**config.mk**
```make
export PLATFORM = sky130hd
export DESIGN_NAME = pipelined_add_sub
export DESIGN_NICKNAME = d
export VERILOG_FILES = /design/src/rtl/pipelined_add_sub.sv
export SDC_FILE = /design/constraint.sdc
export NUM_CORES = 1
export LEC_CHECK = 0
export CAP_MARGIN = 10
export CORE_MARGIN = 3
export CORE_UTILIZATION = 30
export CTS_CLUSTER_SIZE = 8
export DETAILED_ROUTE_END_ITERATION = 16
export SETUP_SLACK_MARGIN = 0.5
export SYNTH_ARGS = -nofsm -noshare
export SYNTH_HDL_FRONTEND = slang
export SYNTH_SLANG_ARGS = --single-unit
```
**constraint.sdc**
```tcl
create_clock -name clk -period 5.85 [get_ports clk]
set_input_delay 1.4625 -clock clk [delete_from_list [all_inputs] [get_ports clk]]
set_output_delay 1.4625 -clock clk [all_outputs]
set_load 0.02 [all_outputs]
```
**src/rtl/pipelined_add_sub.sv**
```systemverilog
// Pipelined add/sub/inc/dec unit: operands split into STAGES chunks of CW bits,
// one chunk resolved per stage with the carry registered between stages.
// A single global advance signal stalls every stage while the output is held.
module pipelined_add_sub #(
    parameter int unsigned WIDTH  = 32,
    parameter int unsigned STAGES = 4
) (
    input  logic             clk,
    input  logic             rst_n,
    input  logic             in_valid,
    output logic             in_ready,
    input  logic [WIDTH-1:0] in_a,
    input  logic [WIDTH-1:0] in_b,
    input  logic [1:0]       in_op,
    output logic             out_valid,
    input  logic             out_ready,
    output logic [WIDTH-1:0] out_sum,
    output logic             out_cout,
    output logic             out_ovf,
    output logic             out_zero
);

    localparam int unsigned CW = WIDTH / STAGES;

    typedef enum logic [1:0] {
        OP_ADD = 2'b00,
        OP_SUB = 2'b01,
        OP_INC = 2'b10,
        OP_DEC = 2'b11
    } op_e;

    op_e              op;
    logic             advance;
    logic [WIDTH-1:0] b_sel;
    logic             cin_sel;

    assign op       = op_e'(in_op);
    assign advance  = out_ready | ~out_valid;
    assign in_ready = advance;

    // Map the operation onto a plain adder: effective B operand and carry-in
    always_comb begin
        b_sel   = in_b;
        cin_sel = 1'b0;
        case (op)
            OP_ADD: begin b_sel = in_b;  cin_sel = 1'b0; end
            OP_SUB: begin b_sel = ~in_b; cin_sel = 1'b1; end
            OP_INC: begin b_sel = '0;    cin_sel = 1'b1; end
            OP_DEC: begin b_sel = '1;    cin_sel = 1'b0; end
        endcase
    end

    // Operand registers narrow by one chunk per stage: stage k sees only the
    // not-yet-consumed chunks (its own chunk in the low CW bits), while the
    // resolved result grows by one chunk per stage until it is full width.
    for (genvar k = 0; k < STAGES; k++) begin : g_stage
        localparam int unsigned IW = WIDTH - k * CW;
        localparam int unsigned SW = (k + 1) * CW;

        logic [IW-1:0] a_in;
        logic [IW-1:0] b_in;
        logic          c_in;
        logic          v_in;
        logic [CW:0]   chunk;
        logic [SW-1:0] s_next;
        logic [SW-1:0] s_q;
        logic          c_q;
        logic          v_q;

        if (k == 0) begin : g_head
            assign a_in   = in_a;
            assign b_in   = b_sel;
            assign c_in   = cin_sel;
            assign v_in   = in_valid & advance;
            assign s_next = chunk[CW-1:0];
        end else begin : g_body
            assign a_in   = g_stage[k-1].g_fwd.a_q;
            assign b_in   = g_stage[k-1].g_fwd.b_q;
            assign c_in   = g_stage[k-1].c_q;
            assign v_in   = g_stage[k-1].v_q;
            assign s_next = {chunk[CW-1:0], g_stage[k-1].s_q};
        end

        assign chunk = {1'b0, a_in[CW-1:0]} + {1'b0, b_in[CW-1:0]} + {{CW{1'b0}}, c_in};

        // Partial sum, chunk carry and valid bit for this stage
        always_ff @(posedge clk or negedge rst_n) begin
            if (!rst_n) begin
                s_q <= '0;
                c_q <= 1'b0;
                v_q <= 1'b0;
            end else if (advance) begin
                s_q <= s_next;
                c_q <= chunk[CW];
                v_q <= v_in;
            end
        end

        if (k < STAGES - 1) begin : g_fwd
            logic [IW-CW-1:0] a_q;
            logic [IW-CW-1:0] b_q;

            // Skew the remaining operand chunks forward to the stage that consumes them
            always_ff @(posedge clk or negedge rst_n) begin
                if (!rst_n) begin
                    a_q <= '0;
                    b_q <= '0;
                end else if (advance) begin
                    a_q <= a_in[IW-1:CW];
                    b_q <= b_in[IW-1:CW];
                end
            end
        end else begin : g_last
            logic ovf_q;
            logic zero_q;

            // Signed overflow (carry into MSB xor carry out) and zero flag of the full result
            always_ff @(posedge clk or negedge rst_n) begin
                if (!rst_n) begin
                    ovf_q  <= 1'b0;
                    zero_q <= 1'b0;
                end else if (advance) begin
                    ovf_q  <= chunk[CW] ^ s_next[SW-1] ^ a_in[CW-1] ^ b_in[CW-1];
                    zero_q <= ~|s_next;
                end
            end
        end
    end

    assign out_valid = g_stage[STAGES-1].v_q;
    assign out_sum   = g_stage[STAGES-1].s_q;
    assign out_cout  = g_stage[STAGES-1].c_q;
    assign out_ovf   = g_stage[STAGES-1].g_last.ovf_q;
    assign out_zero  = g_stage[STAGES-1].g_last.zero_q;

endmodule

```
==> results.json <==
{
  "net-switching-power_mw": 2.20,
  "fin_util": 0.381,
  "syn_nets": 1137,
  "nNetsFinal": 1215,
  "avgRoutedWirePerCell_um": 12.5,
  "yosysWarningCount": 0,
  "grt_overflow": 0,
  "route.detailed.drc": 0,
  "clk_pin_slew_ns": 0.07,
  "grt.busiest_layer": "met1",
  "hold_buffers": 0,
  "routed_wl_um": 18800,
  "drv_slew": 0,
  "stdcell_count": 1497,
  "initial_core_util": 0.309,
  "grt_use_met2": 0.171,
  "diodes": 0,
  "synth_seq_area_share": 0.531,
  "n_fill_cell": 2906,
  "min_from": "g_stage[2].v_q",
  "grt_use_total": 0.124,
  "hold_viol": 0,
  "cts_sinks": 186,
  "ir_drop_uv": 242,
  "synth_cell_types": 42,
  "grt_max_degree": 180,
  "io_buffers": 106,
  "grt_use_met3": 0.0221,
  "core_mm2": 0.0283,
  "synth_ff_type": "dfrtp_1",
  "netlist_instances": 1028,
  "synthAdderAreaFrac": 0.0625,
  "cts_tree": "done",
  "status": "complete, no violations",
  "register_area_mm2": 0.00465,
  "cpMaxStageDelayCell": "clkdlybuf4s50_1",
  "postSynth.asyncResetShare": 1.00,
  "yosys.area_share.simple": 0.241,
  "rr_startpoint": "g_stage[2].c_q",
  "worstPathMaxFanout": 43,
  "area_growth_pct": 23.0,
  "critPathLaunchType": "input port",
  "min_delay_worst_endpoint": "g_stage[2].v_q",
  "synth_area_leaders": "dfrtp_1 53%, nand2_1 17%, ha_1 4.4%",
  "setup_tns_ns": 0,
  "rsz0062_at_grt": "no",
  "synth-compound-area-share": 0.0961,
  "arrival_ns": 2.96,
  "synthMuxAreaShare": 0.00171,
  "synth_common_cells": "404 x nand2_1, 186 x dfrtp_1, 98 x nor2_1, 60 x a21oi_1, 51 x inv_1",
  "synth_top_area_share": 0.531,
  "synth_area_leader_cell": "dfrtp_1",
  "dpl_cell_area_mm2": 0.0102,
  "power.internal_mw": 3.50,
  "fp.dieW_um": 177,
  "hold_path.class": "reg2reg",
  "p_comb_frac": 0.410,
  "grt_util_met1": 0.194,
  "ys_ff_latch": 186,
  "first_iter_violations": 400,
  "ctsHtreeMaxLevel": 4,
  "crit_path_start": "out_ready",
  "reg2reg_to": "out_ovf",
  "fp.dieH_um": 177,
  "clkLatencyLatePin_ns": 0.43,
  "detail_route.vias_per_cell": 4.31,
  "cts_made_buffers": 17,
  "root_buffer": "clkbuf_16",
  "rr_worst_depth": 9,
  "final-setup-viol-count": 0,
  "syn_avg_cell_area_um2": 8.52,
  "synth_top_family_by_area": "simple AND/OR/NAND/NOR gates",
  "synthXorXnorAreaFrac": 0.0216,
  "slowest_delay_ns": 0.66,
  "path_class": "in2out",
  "die_area_mm2": 0.0313,
  "swShare": 0.386,
  "dr_total_vias": 6447,
  "dp_hpwl_um": 13100,
  "rrSetupSlack_ns": 2.94,
  "cp-end-kind": "output port",
  "gp_congestion": 0.775,
  "holdPathStages": 2,
  "clockBufferDepth": 2,
  "finalCriticalPeriod_ns": 4.43,
  "grt_pass1_vias": 6192,
  "synth.most_common_cell": "nand2_1",
  "dr.pass1.iters": 5,
  "postRouteAntennaNets": 0,
  "worst_pin_slew_ns": 0.867,
  "cpMostUsedCell": "clkdlybuf4s50_1",
  "cts_resized": 0,
  "drive_above_1_share": 0.0420,
  "crit_chain": "clkdlybuf4s50_1, nor2b_4, inv_6, clkdlybuf4s50_1",
  "power_frac_clock": 0.199,
  "syn_area_mm2": 0.00876,
  "cellPowerDensity_mw_per_mm2": 529,
  "finalCritPeriodShare": 0.757,
  "antenna_found_initial": 0,
  "leakage_nw": 5.25,
  "synth_edf_count": 0,
  "max_cap_viol_count": 0,
  "maxSlewHeadroom": 0.422,
  "maxClockFrequency_mhz": 226,
  "grt_pass1_wl_um": 31700,
  "seq_power_share": 0.391,
  "multiInputGateArea_mm2": 0.00371,
  "post-cts-setup-buffer-count": 0,
  "fin_skew_ns": 0.0132,
  "placementRows": 61,
  "num_io_pins": 107,
  "fin_area_mm2": 0.0108,
  "worstPathRequired_ns": 4.39,
  "dp.cells": 1465
}
final cells by class:
cell class / count / share of cell area
multi-input combinational: 734 / 0.344
timing repair buffer: 113 / 0.106
tap: 378 / 0.0439
sequential: 186 / 0.432
inverter: 54 / 0.0193
clock buffer: 20 / 0.0433
clock inverter: 12 / 0.0114
per-stage QoR:
stage	power, mW	setup WS [ns]	hold WS, ns
2_1_floorplan	3.84	1.86	0.430
3_3_place_gp	4.57	1.35	0.441
3_5_place_dp	4.64	1.29	0.447
4_1_cts	5.80	1.40	0.464
5_1_grt	6.20	1.36	0.484
6_report	5.70	1.42	0.459
routing by layer:
| layer | vias up | routed length (µm) |
|---|---|---|
| met5 | - | 0 |
| met4 | 0 | 290 |
| li1 | 3429 | - |
| met2 | 120 | 7500 |
| met1 | 2880 | 10400 |
| met3 | 18 | 603 |
power by group through the flow:
stage	Combinational, mW	Clock, mW	Sequential [mW]
after floorplan	1.54	0	2.30
after global placement	2.33	0	2.25
after detailed placement	2.37	0	2.26
after CTS	2.38	1.18	2.24
after global routing	2.67	1.22	2.31
final	2.34	1.14	2.23
logic make-up (layout without fill, tap and decap cells):
logic type                 count (synthesis)  in the layout
and+or+nand+nor                          538            538
DFF                                      186            186
AOI/OAI and AO/OA                        136            136
buffers and inverters                    108            199
adders and majority gates                 39             39
xor gates and xnor gates                  20             20
muxes                                      1              1
critical path: cells and delay by family:
kind	cells	cell delay, ns
buffers and inverters	3	1.39
AND/OR/NAND/NOR	1	0.08
registers in the layout, summed over array words and instances, names as in the netlist:
| signal | flops |
|---|---|
| g_stage.g_fwd.b_q | 48 |
| out_ovf | 1 |
| out_sum | 32 |
| out_cout | 1 |
| out_valid | 1 |
| g_stage.s_q | 48 |
| g_stage.g_fwd.a_q | 48 |
| g_stage.v_q | 3 |
| g_stage.c_q | 3 |
| out_zero | 1 |
worst max path at each step:
stage                        endpoint  slack (ns)  cells after the start
CTS                          in_ready        1.40                      4
detailed placement  g_stage[0].s_q[6]        1.29                     14
finish                       in_ready        1.42                      4
floorplan           g_stage[0].s_q[6]        1.86                     16
global route                 in_ready        1.36                      4
global placement    g_stage[0].s_q[6]        1.35                     14
placed cells by master, fill, tap and decap left out, types with 4 or more instances in the layout:
cell type        instances
a211oi_1                34
a21oi_1                 60
buf_4                    5
clkbuf_16               17
clkdlybuf4s50_1        105
dfrtp_1                186
fa_1                     8
ha_1                    30
inv_1                   51
inv_6                    5
inv_8                    5
nand2_1                404
nand2b_1                 7
nand3_1                  5
nor2_1                  98
nor2b_1                  4
nor3_1                   4
nor4_1                   7
o21ai_0                  6
o21ai_1                  9
o21bai_1                 6
o31ai_1                  5
xnor2_1                 14
xor2_1                   5
Power figures use the tool's default switching activity.
